## src/rtl/multicycle_controller.sv

```systemverilog
// -----------------------------------------------------------------------------
// multicycle_controller
//
// Main control FSM of the multi-cycle RV32I core. It sequences
// FETCH -> DECODE -> EXEC -> (MEM) -> (WB) -> FETCH over a shared ALU,
// register file and memory ports. It also performs the instruction- and
// data-memory request/ready handshakes. Unknown opcodes and SYSTEM park
// the FSM in HALT, which only reset leaves.
//
// Optional feature (macro INSTRET_EN):
//   defined   - instret counts every clock edge with pc_we=1 (wraps, frozen
//               in HALT because pc_we is 0 there)
//   undefined - instret is tied to 0 and no counter is built
//
// Ports:
//   clk          rising-edge clock
//   rst_n        asynchronous active-low reset
//   opcode       instr[6:0] from the registered IR
//   branch_taken branch-comparator result, used in EXEC
//   imem_ready   instruction memory data valid (FETCH only)
//   dmem_ready   data memory access complete (MEM only)
//   imem_req     instruction fetch request
//   ir_we        load IR
//   imm_sel      immediate format 0=I 1=S 2=B 3=U 4=J
//   alu_src_a    0=rs1 1=pc 2=zero
//   alu_src_b    0=rs2 1=imm
//   alu_op       0=add 1=sub 2=funct-decoded 3=pass B
//   mem_req      data memory request
//   mem_we       data memory write
//   reg_we       register file write
//   wb_sel       0=ALU 1=load data 2=pc+4
//   pc_we        PC update, one pulse per retired instruction
//   pc_src       0=pc+4 1=pc+imm 2=ALU result with bit 0 cleared
//   halted       FSM is in HALT
//   illegal      HALT was caused by an unknown opcode
//   instret      retired-instruction count (WIDTH bits)
// -----------------------------------------------------------------------------
module multicycle_controller #(
  parameter int WIDTH = 32
) (
  input  logic             clk,
  input  logic             rst_n,
  input  logic [6:0]       opcode,
  input  logic             branch_taken,
  input  logic             imem_ready,
  input  logic             dmem_ready,
  output logic             imem_req,
  output logic             ir_we,
  output logic [2:0]       imm_sel,
  output logic [1:0]       alu_src_a,
  output logic             alu_src_b,
  output logic [1:0]       alu_op,
  output logic             mem_req,
  output logic             mem_we,
  output logic             reg_we,
  output logic [1:0]       wb_sel,
  output logic             pc_we,
  output logic [1:0]       pc_src,
  output logic             halted,
  output logic             illegal,
  output logic [WIDTH-1:0] instret
);

  typedef enum logic [2:0] {
    FETCH  = 3'd0,
    DECODE = 3'd1,
    EXEC   = 3'd2,
    MEM    = 3'd3,
    WB     = 3'd4,
    HALT   = 3'd5
  } state_t;

  localparam logic [6:0] OPC_LUI    = 7'b0110111;
  localparam logic [6:0] OPC_AUIPC  = 7'b0010111;
  localparam logic [6:0] OPC_JAL    = 7'b1101111;
  localparam logic [6:0] OPC_JALR   = 7'b1100111;
  localparam logic [6:0] OPC_BRANCH = 7'b1100011;
  localparam logic [6:0] OPC_LOAD   = 7'b0000011;
  localparam logic [6:0] OPC_STORE  = 7'b0100011;
  localparam logic [6:0] OPC_OPIMM  = 7'b0010011;
  localparam logic [6:0] OPC_OP     = 7'b0110011;
  localparam logic [6:0] OPC_SYSTEM = 7'b1110011;

  localparam logic [2:0] IMM_I = 3'd0;
  localparam logic [2:0] IMM_S = 3'd1;
  localparam logic [2:0] IMM_B = 3'd2;
  localparam logic [2:0] IMM_U = 3'd3;
  localparam logic [2:0] IMM_J = 3'd4;

  state_t     state, state_nxt;
  logic       illegal_q;
  logic       illegal_set;

  // Opcode decode: per-instruction immediate format and ALU setup
  logic       supported;
  logic [2:0] imm_dec;
  logic [1:0] a_dec;
  logic       b_dec;
  logic [1:0] op_dec;

  always_comb begin
    supported = 1'b1;
    imm_dec   = IMM_I;
    a_dec     = 2'd0;
    b_dec     = 1'b0;
    op_dec    = 2'd0;
    case (opcode)
      OPC_OP:     op_dec = 2'd2;
      OPC_OPIMM:  begin b_dec = 1'b1; op_dec = 2'd2; end
      OPC_LOAD,
      OPC_JALR:   b_dec = 1'b1;
      OPC_STORE:  begin imm_dec = IMM_S; b_dec = 1'b1; end
      OPC_AUIPC:  begin imm_dec = IMM_U; a_dec = 2'd1; b_dec = 1'b1; end
      OPC_LUI:    begin imm_dec = IMM_U; b_dec = 1'b1; op_dec = 2'd3; end
      OPC_BRANCH: begin imm_dec = IMM_B; op_dec = 2'd1; end
      OPC_JAL:    imm_dec = IMM_J;
      default:    supported = 1'b0;
    endcase
  end

  always_ff @(posedge clk or negedge rst_n) begin
    if (!rst_n) begin
      state     <= FETCH;
      illegal_q <= 1'b0;
    end else begin
      state <= state_nxt;
      if (illegal_set) illegal_q <= 1'b1;
    end
  end

  always_comb begin
    state_nxt   = state;
    illegal_set = 1'b0;
    imem_req    = 1'b0;
    ir_we       = 1'b0;
    imm_sel     = IMM_I;
    alu_src_a   = 2'd0;
    alu_src_b   = 1'b0;
    alu_op      = 2'd0;
    mem_req     = 1'b0;
    mem_we      = 1'b0;
    reg_we      = 1'b0;
    wb_sel      = 2'd0;
    pc_we       = 1'b0;
    pc_src      = 2'd0;
    halted      = 1'b0;
    case (state)
      FETCH: begin
        imem_req = 1'b1;
        if (imem_ready) begin
          // Reset forces FETCH, but the IR must not load while held in reset
          ir_we     = rst_n;
          state_nxt = DECODE;
        end
      end
      DECODE: begin
        imm_sel = imm_dec;
        if (supported) begin
          state_nxt = EXEC;
        end else begin
          state_nxt   = HALT;
          illegal_set = (opcode != OPC_SYSTEM);
        end
      end
      EXEC: begin
        imm_sel   = imm_dec;
        alu_src_a = a_dec;
        alu_src_b = b_dec;
        alu_op    = op_dec;
        case (opcode)
          OPC_LOAD, OPC_STORE: state_nxt = MEM;
          OPC_BRANCH: begin
            pc_we     = 1'b1;
            pc_src    = branch_taken ? 2'd1 : 2'd0;
            state_nxt = FETCH;
          end
          default: state_nxt = WB;
        endcase
      end
      MEM: begin
        imm_sel   = imm_dec;
        alu_src_a = a_dec;
        alu_src_b = b_dec;
        alu_op    = op_dec;
        mem_req   = 1'b1;
        mem_we    = (opcode == OPC_STORE);
        if (dmem_ready) begin
          if (opcode == OPC_STORE) begin
            pc_we     = 1'b1;
            state_nxt = FETCH;
          end else begin
            state_nxt = WB;
          end
        end
      end
      WB: begin
        imm_sel   = imm_dec;
        alu_src_a = a_dec;
        alu_src_b = b_dec;
        alu_op    = op_dec;
        reg_we    = 1'b1;
        pc_we     = 1'b1;
        case (opcode)
          OPC_LOAD: wb_sel = 2'd1;
          OPC_JAL:  begin wb_sel = 2'd2; pc_src = 2'd1; end
          OPC_JALR: begin wb_sel = 2'd2; pc_src = 2'd2; end
          default:  ;
        endcase
        state_nxt = FETCH;
      end
      HALT: halted = 1'b1;
      default: state_nxt = FETCH;
    endcase
  end

  assign illegal = illegal_q;

`ifdef INSTRET_EN
  logic [WIDTH-1:0] instret_q;

  // pc_we is never asserted in HALT, so the count freezes there
  always_ff @(posedge clk or negedge rst_n) begin
    if (!rst_n)     instret_q <= '0;
    else if (pc_we) instret_q <= instret_q + 1'b1;
  end

  assign instret = instret_q;
`else
  assign instret = '0;
`endif

endmodule

```

## config.mk

```make
export PLATFORM = sky130hd
export DESIGN_NAME = multicycle_controller
export DESIGN_NICKNAME = d
export VERILOG_FILES = /design/src/rtl/multicycle_controller.sv
export SDC_FILE = /design/constraint.sdc
export NUM_CORES = 1
export LEC_CHECK = 0
export BUFFER_PORTS_ARGS = -buffer_cell sky130_fd_sc_hd__buf_2
export CORE_UTILIZATION = 23
export CTS_BUF_LIST = sky130_fd_sc_hd__clkbuf_4 sky130_fd_sc_hd__clkbuf_8
export CTS_CLUSTER_DIAMETER = 30
export CTS_CLUSTER_SIZE = 10
export DETAILED_ROUTE_END_ITERATION = 7
export GPL_TIMING_DRIVEN = 1
export SYNTH_ARGS = -nofsm -noshare
export SYNTH_HDL_FRONTEND = slang
export SYNTH_SLANG_ARGS = --single-unit
export TNS_END_PERCENT = 20
```

## constraint.sdc

```tcl
create_clock -name clk -period 1.9 [get_ports clk]
set_input_delay 0.38 -clock clk [delete_from_list [all_inputs] [get_ports clk]]
set_output_delay 0.38 -clock clk [all_outputs]
set_load 0.03 [all_outputs]
```

# Word level (Yosys, flattened, before mapping)
# Cells that the tools add are included.
[totals]
ff_bits = 4
latch_bits = 0
mem_bits_rw = 0
mem_bits_ro = 0
output_inout_bits = 52
elab_cells = 64
mem_count = 0
[classes]
add_sub_neg = 0
mul = 0
n_div = 0
n_lt_le_gt_ge = 0
eq_ne = 17
shifts = 0
muxes = 34
bitwise = 1
n_reduce_logical = 10
[op_table]
columns = ["cell", "count"]
rows = [
  ["7-bit by 6-bit == test with 1-bit output, second input constant", 3],
  ["7-bit == test, second input constant", 3],
  ["1-bit two-way mux", 18],
  ["3-bit two-way mux", 5],
  ["3-bit one-hot mux with 5 select lines", 1],
  ["7-bit by 5-bit == test with 1-bit output, second input constant", 2],
  ["2-bit one-hot mux with 2 select lines", 3],
  ["3-bit one-hot mux with 4 select lines", 1],
  ["9-bit OR reduction", 1],
  ["2-bit OR reduction", 4],
  ["7-bit by 2-bit == test with 1-bit output, second input constant", 1],
  ["7-bit inequality test, second input constant", 1],
  ["3-bit by 2-bit == test with 1-bit output, second input constant", 2],
  ["3-bit == test, second input constant", 2],
  ["2-bit two-way mux", 3],
  ["2-bit one-hot mux with 3 select lines", 1],
  ["3-bit one-hot mux with 2 select lines", 1],
  ["6-bit OR reduction", 1],
  ["2-bit inequality test, second input constant", 2],
  ["4-bit OR reduction", 1],
  ["3-bit by 1-bit == test with 1-bit output, second input constant", 1],
  ["3-bit logical NOT", 1],
  ["1-bit one-hot mux with 3 select lines", 1],
  ["3-bit AND reduction", 1],
  ["2 further kinds", 2],
]

# Depth between registers and ports, before layout
# Gate-level depths: netlist of the first run.
[logic_depth]
word_depth = 5
ltp_mapped = 5
ltp_nobuf = 5

# Least setup slack after synthesis of the first run
# Ideal clock, no wire load.
[synth_timing]
path_type = "input-to-output"
from = "input opcode[2]"
to = "output wb_sel[0]"
arrival_ps = 1831
slack_ps = -311
cell_stages = 2
cell_sequence = "or4_4 -> nor4_1"
[synth_via]
elab_chain_len = 4
[synth_lines]
columns = ["item", "line", "source"]
rows = [
  ["start: declaration", "43", "input logic [6:0] opcode,"],
  ["7-bit == test", "203", "case (opcode)"],
  ["2-bit OR reduction (no line)", "--", ""],
  ["2-bit one-hot mux with 2 select lines *", "203", ""],
  ["2-bit two-way mux *", "147", "case (state)"],
  ["end: declaration", "56", "output logic [1:0] wb_sel,"],
]
# Mark *: on every way between the ends. The rest lies on a longest branch, timed or not.

# Worst setup path in the final report of the first run
[layout_timing]
from = "register state[1]"
to = "output pc_src[0]"
[layout_via]
elab_chain_len = 2
[layout_lines]
columns = ["item", "line", "source"]
rows = [
  ["start: declaration", "90", "state_t state, state_nxt;"],
  ["start signal: assignment", "126", "state <= state_nxt;"],
  ["3-bit == test or 3-bit by 2-bit == test with 1-bit output (tied branches)", "147", ""],
  ["2-bit one-hot mux with 2 select lines *", "147", ""],
  ["end: declaration", "58", "output logic [1:0] pc_src,"],
]
# Marks and branches as above.

==> impl_metrics.csv, run 1 <==
group,metric,value,unit
run_status,status,"complete, but fails checks",
run_status,failed_checks,"setup timing",
final_layout,seq_area,102.6,um2
pwr,p_int,0.4006,mW
routing,dr.pass1.iters,4,
worst_setup_path,crit_path_max_fanout,4,
cts,cts_sinks,4,
final_layout,fin_nets,175,
floorplanning,fp.dieH,61.65,um
routing,dr.first_iter.drc_count,18,
run,max-cap-violations,0,
logic_synthesis,synth_area_leader_cell,"buf_4",
routing,routed_via_density,4.246,
floorplanning,placementRows,21,
sta,finClkSkew,0.0007461,ns
worst_setup_path,required,1.52,ns
floorplanning,initial_utilization,24.33,%
sta,fin_crit,1.994,ns
worst_setup_path,critPathArrivalTime,1.61,ns
worst_setup_path,cp.buffers_inverters,1,
sta,rsz0062_at_grt,"true",
final_layout,fillCellCount,398,
logic_synthesis,synthTopCellsByArea,"buf_4 (30%), dfrtp_1 (12%), nor2_1 (6.0%)",
cts,clkLatencyLatePin,0.23,ns
cts,clk_pin_slew,0.03,ns
pwr,p_clk_share,11.4,%
final_layout,final_cells,207,
final_layout,antenna_cells,0,
placement,post_dp_cell_area,991.0,um2
floorplanning,die_w,61.65,um
logic_synthesis,ys_seq_elements,4,
sta,fin_ws,-0.09427,ns
logic_synthesis,netlist_area,818.3,um2
cts,cts.path.max_buffers,2,
placement,numPlacedInstances,201,
grt,antenna_found_initial,0,
worst_setup_path,cp_top_family,"simple AND/OR/NAND/NOR gates",
sta,drv_slew,0,
worst_setup_path,crit_chain,"nor2b_4, nand4_1, or4_4, a21oi_2, buf_6",
final_layout,syn_to_final_growth,41.44,%
pwr,power_leakage,0.5387,nW
routing,drtAntennaViolNets,0,
pwr,switching_share,55.38,%
placement,gp_congestion,0.8237,
sta,hold_viol,0,
cts,cts_buffers,3,
grt,grt_max_degree,12,
sta,period_share,105.0,%
sta,fin_setup_tns,-0.09427,ns
cts,cts_tree,"done",
routing,num_vias,879,
pwr,combPwrFrac,73.5,%
pwr,pwr-share-seq,15.2,%
logic_synthesis,synth.distinct_cells,37,
pwr,power,0.8976,mW
grt,grt_pass1_vias,748,
final_layout,drive_gt1_share,43.48,%
worst_setup_path,critPathCaptureType,"primary output",
worst_setup_path,cpPeakStageDelay,0.43,ns
cts,cts-root-buf,"clkbuf_4",
sta,setup_viol,1,
grt,grt_first_pass_wirelength,3.298,mm
worst_setup_path,reg2reg_slack,0.43,ns
placement,io_buffers,30,
logic_synthesis,netlist_instances,119,
routing,wire_per_inst,10.50,um
routing,drc,0,
cts,htree_levels,1,
worst_setup_path,startpoint_type,"register",
floorplanning,core_area,3363,um2
pwr,p_sw,0.4971,mW
logic_synthesis,yosysWarnings,0,
logic_synthesis,avgSynthCellArea,6.876,um2
worst_setup_path,crit_type,"register to primary output",
final_layout,final_util,34.41,%
grt,overflow,0,
logic_synthesis,synth_seq_area_share,12.23,%
worst_hold_path,hold_class,"primary input to register",
routing,wirelength,2.173,mm
final_layout,multi_input_area,639.4,um2
logic_synthesis,synth.top_cell.area_share,30.28,%
worst_setup_path,slowest_stage,"or4_4",
sta,max_freq,0.5014,GHz
final_layout,postLayoutCellArea,1157,um2
floorplanning,pin_count,64,
pwr,powerDensity,775.6,nW/um2
placement,dp_hpwl,1.674,mm
pwr,ir_drop,0.2865,mV
grt,grt_use_total,11.45,%
floorplanning,die_area,3800,um2
## layer usage
layer	up-vias	GRT usage [%]	share of wire, %
met4	0	0	0
li1	431	-	-
met2	45	18.74	50
met1	403	16.02	42
met5	-	0	0
met3	0	3.151	8.1
## path summary, 6_finish.rpt
path | from | to | depth (start not counted)
setup / recovery | state[1] | pc_src[0] | 5
hold / removal | imem_ready | state[0] | 3
setup reg to reg | state[0] | state[2] | 5
hold reg to reg | illegal | illegal | 1
max in group asynchronous | rst_n | state[1] | 2
min in group asynchronous | rst_n | state[0] | 2
## Yosys cell counts
cell type	n
nand3b_1	1
and2_1	1
a31o_1	2
and4_1	1
a21oi_1	7
a211oi_1	1
or2_1	1
clkbuf_1	5
nand4_1	4
a21boi_0	1
conb_1	1
nand3_1	1
or4_4	1
inv_2	1
buf_4	33
and3_1	2
nand2_1	6
nand4b_1	2
xnor2_1	1
dfrtp_1	4
a22oi_1	3
nor2b_2	1
nor4_1	1
nor2_1	13
o31ai_2	1
nor3b_1	2
buf_2	1
inv_1	2
nand2_2	1
nor2b_1	3
nor3_1	5
mux2i_1	1
nand2b_1	4
or4_1	2
o21bai_1	1
a31oi_1	1
o21ai_1	1
## layout make-up
cell class / count / share of cell area (%)
flip-flops and latches: 4 / 8.865
well taps: 46 / 4.973
multi-input cells: 105 / 55.24
repair buffers: 46 / 28.00
clock buffers: 3 / 1.946
inverters: 3 / 0.9730
## worst register-to-register path, delay by kind of cell, from the launching register on
kind	cells	cell delay, ns
buf+inv	1	0.20
flops	1	0.40
simple gates	2	0.50
compound gates	2	0.27
## flip-flops by register name, indices dropped and copies added (netlist names)
name     flops
illegal      1
state        3
## placed cells by master (no fill, tap or decap), types with 3 or more instances in the layout
master	instances
nand2_1	5
buf_2	19
nand2b_1	4
nor3_1	3
clkbuf_4	3
a22oi_1	3
nor2_1	10
a21oi_1	6
conb_1	33
nand4_1	4
buf_6	3
buf_4	22
## cells by family after synthesis
family | Yosys count | synth area share [%]
AOI/OAI and AO/OA | 18 | 14.83
xor gates and xnor gates | 1 | 1.071
buffers and inverters | 42 | 34.56
DFF | 4 | 12.23
muxes | 1 | 1.223
other | 1 | 0.4583
and+or+nand+nor | 52 | 35.63
## per-stage QoR
stage          setup slack [ns]  hold WS [ns]
6_report               -0.09427        0.4653
3_5_place_dp           -0.05329        0.1928
5_1_grt                 -0.1579        0.4878
2_1_floorplan           -0.2670       0.08441
4_1_cts                -0.08370        0.4603
3_3_place_gp           -0.03114        0.1932
## power by group through the flow
stage / clock network, mW / logic (mW) / registers (mW)
finish: 0.102 / 0.660 / 0.136
global route: 0.117 / 0.728 / 0.138
CTS: 0.108 / 0.621 / 0.131
detailed placement: 0 / 0.573 / 0.135
global placement: 0 / 0.572 / 0.134
floorplan: 0 / 0.478 / 0.118
## repair_timing
action | in CTS | in global routing
pin swaps | 1 | 5
hold endpoints to repair | 4 | 0
endpoints found under the setup margin | 11 | 11
buffers inserted | 2 | 0
resized for setup | 17 | 18
hold buffers | 1 | 0
No activity file was read; power rests on OpenSTA's default activity.
==> run 2: changes to the inputs <==
Settings changed: CORE_ASPECT_RATIO set to 1.5, RECOVER_POWER set to 100.
==> run 2 against run 1 <==
Total power up 18%. The run still ends with setup timing left. Clock skew up 0.0049 ns. Via count up 6.3%. Final cell count down 0.48%. Highest routed layer is now met4. Hold slack worse by 0.0011 ns. Routed wire length up 8.8%.
==> impl_metrics.csv, run 2 (same netlist as run 1, synthesis figures left out) <==
group,metric,value,unit
pwr,power_leakage,0.5503,nW
routing,dr.pass1.iters,4,
grt,grt_pass1_vias,821,
placement,io_buffers,30,
worst_setup_path,startpoint_type,"register",
pwr,switching_share,52.43,%
final_layout,antenna_cells,0,
grt,antenna_found_initial,0,
final_layout,final_common_cell,"conb_1",
pwr,ir_drop,0.4683,mV
cts,cts-root-buf,"clkbuf_8",
final_layout,syn_to_final_growth,46.18,%
floorplanning,fp.dieH,75.05,um
floorplanning,initial_utilization,23.96,%
worst_setup_path,cp_top_family,"simple AND/OR/NAND/NOR gates",
worst_setup_path,cp.buffers_inverters,1,
worst_setup_path,slowest_stage,"dfrtp_2",
final_layout,top_register,"state",
worst_setup_path,crit_path_max_fanout,3,
floorplanning,die_area,3805,um2
worst_setup_path,critPathCaptureType,"primary output",
sta,hold_viol,0,
cts,cts_tree,"done",
pwr,p_int,0.5035,mW
floorplanning,placementRows,26,
sta,fin_ws,-0.1282,ns
final_layout,largest_reg_flops,3,
routing,num_vias,934,
sta,rsz0062_at_grt,"true",
floorplanning,pin_count,64,
sta,drv_slew,0,
cts,clkLatencyLatePin,0.23,ns
run,max-cap-violations,0,
routing,drc,0,
routing,wire_per_inst,11.48,um
pwr,pwr-share-seq,13.3,%
pwr,powerDensity,885.0,nW/um2
sta,fin_crit,2.028,ns
pwr,combPwrFrac,68.8,%
cts,cts_sinks,4,
sta,period_share,106.7,%
final_layout,final_cell_mix,"conb_1 (33), buf_4 (22), buf_2 (14)",
sta,finClkSkew,0.005628,ns
worst_setup_path,required,1.52,ns
cts,cts.path.max_buffers,2,
worst_hold_path,hold_class,"register to register",
grt,grt_use_total,12.91,%
worst_setup_path,cpPeakStageDelay,0.43,ns
pwr,p_clk_share,17.9,%
run_status,failed_checks,"setup timing",
routing,routed_via_density,4.534,
worst_setup_path,critPathArrivalTime,1.65,ns
routing,drtAntennaViolNets,0,
placement,dp_hpwl,1.806,mm
sta,fin_setup_tns,-0.2779,ns
run_status,status,"complete, but fails checks",
pwr,power,1.059,mW
cts,clk_pin_slew,0.03,ns
cts,htree_levels,1,
worst_setup_path,crit_chain,"nor2b_4, nand4_1, or4_4, a21oi_2, buf_6",
floorplanning,core_area,3416,um2
grt,overflow,0,
floorplanning,die_w,50.70,um
final_layout,fin_nets,178,
placement,gp_congestion,0.7975,
sta,max_freq,0.4930,GHz
sta,setup_viol,5,
sta,hold_ws,0.4641,ns
routing,dr.first_iter.drc_count,22,
cts,cts_buffers,3,
pwr,p_sw,0.5551,mW
worst_setup_path,crit_type,"register to primary output",
grt,grt_first_pass_wirelength,3.657,mm
routing,wirelength,2.364,mm
final_layout,drive_gt1_share,39.63,%
grt,grt_max_degree,15,
## run 2: changes by cell type in the layout (fill, tap and decap cells not counted), sizes merged
| cell | change |
|---|---|
| buf | -3 |
| clkbuf | +6 |
## run 2: power groups by stage
stage	Clock, mW	Combinational (mW)	Sequential (mW)
6_report	0.189	0.728	0.141
5_1_grt	0.196	0.781	0.142
4_1_cts	0.178	0.645	0.128
3_5_place_dp	0	0.617	0.130
3_3_place_gp	0	0.619	0.130
2_1_floorplan	0	0.478	0.118
## run 2: repair_timing
| action | 4_1_cts | 5_1_grt |
|---|---|---|
| endpoints found under the hold margin | 4 | 0 |
| gates resized for setup | 14 | 25 |
| buffers inserted | 1 | 1 |
| setup endpoints to repair | 9 | 10 |
| pin swaps | 0 | 6 |
| hold buffers | 1 | 0 |
## run 2: final timing paths
path | start | endpoint | slack, ns | cells after the start
min reg2reg | illegal | illegal | 0.46 | 1
max in group asynchronous | rst_n | state[2] | 1.15 | 2
min in group asynchronous | rst_n | state[1] | 0.52 | 2
min | illegal | illegal | 0.46 | 1
max | state[2] | pc_src[0] | -0.13 | 5
max reg2reg | state[0] | state[2] | 0.41 | 5
## run 2: area by class of cell
class	instances	area, um2
sequential	4	101.3
multi-input combinational	105	643.1
timing repair buffer	49	344.1
clock buffer	3	41.29
inverter	3	13.76
tap	42	52.55
fill	383	2220
## run 2: metrics by stage
step	setup slack (ns)	util, %	instances	area (um2)
after global routing	-0.1810	35.02	206	1196
after global placement	-0.04416	29.52	200	1008
after CTS	-0.07831	32.53	205	1111
after floorplan	-0.2670	-	151	944.7
final	-0.1282	35.02	206	1196
after detailed placement	-0.06335	29.52	200	1008
## run 2: worst register-to-register path, delay by kind of cell (launching register included)
kind	cells	cell delay (ns)
buffers and inverters	1	0.18
DFF	1	0.39
and+or+nand+nor	2	0.49
AOI/OAI and AO/OA	2	0.29
## run 2: layer usage
layer | vias up | track usage [%] | part of all wire (%)
li1 | 435 | - | -
met2 | 52 | 22.96 | 51
met1 | 440 | 14.13 | 39
met4 | 0 | 6.173 | 2.5
met5 | - | 0 | 0
met3 | 7 | 3.434 | 7.4
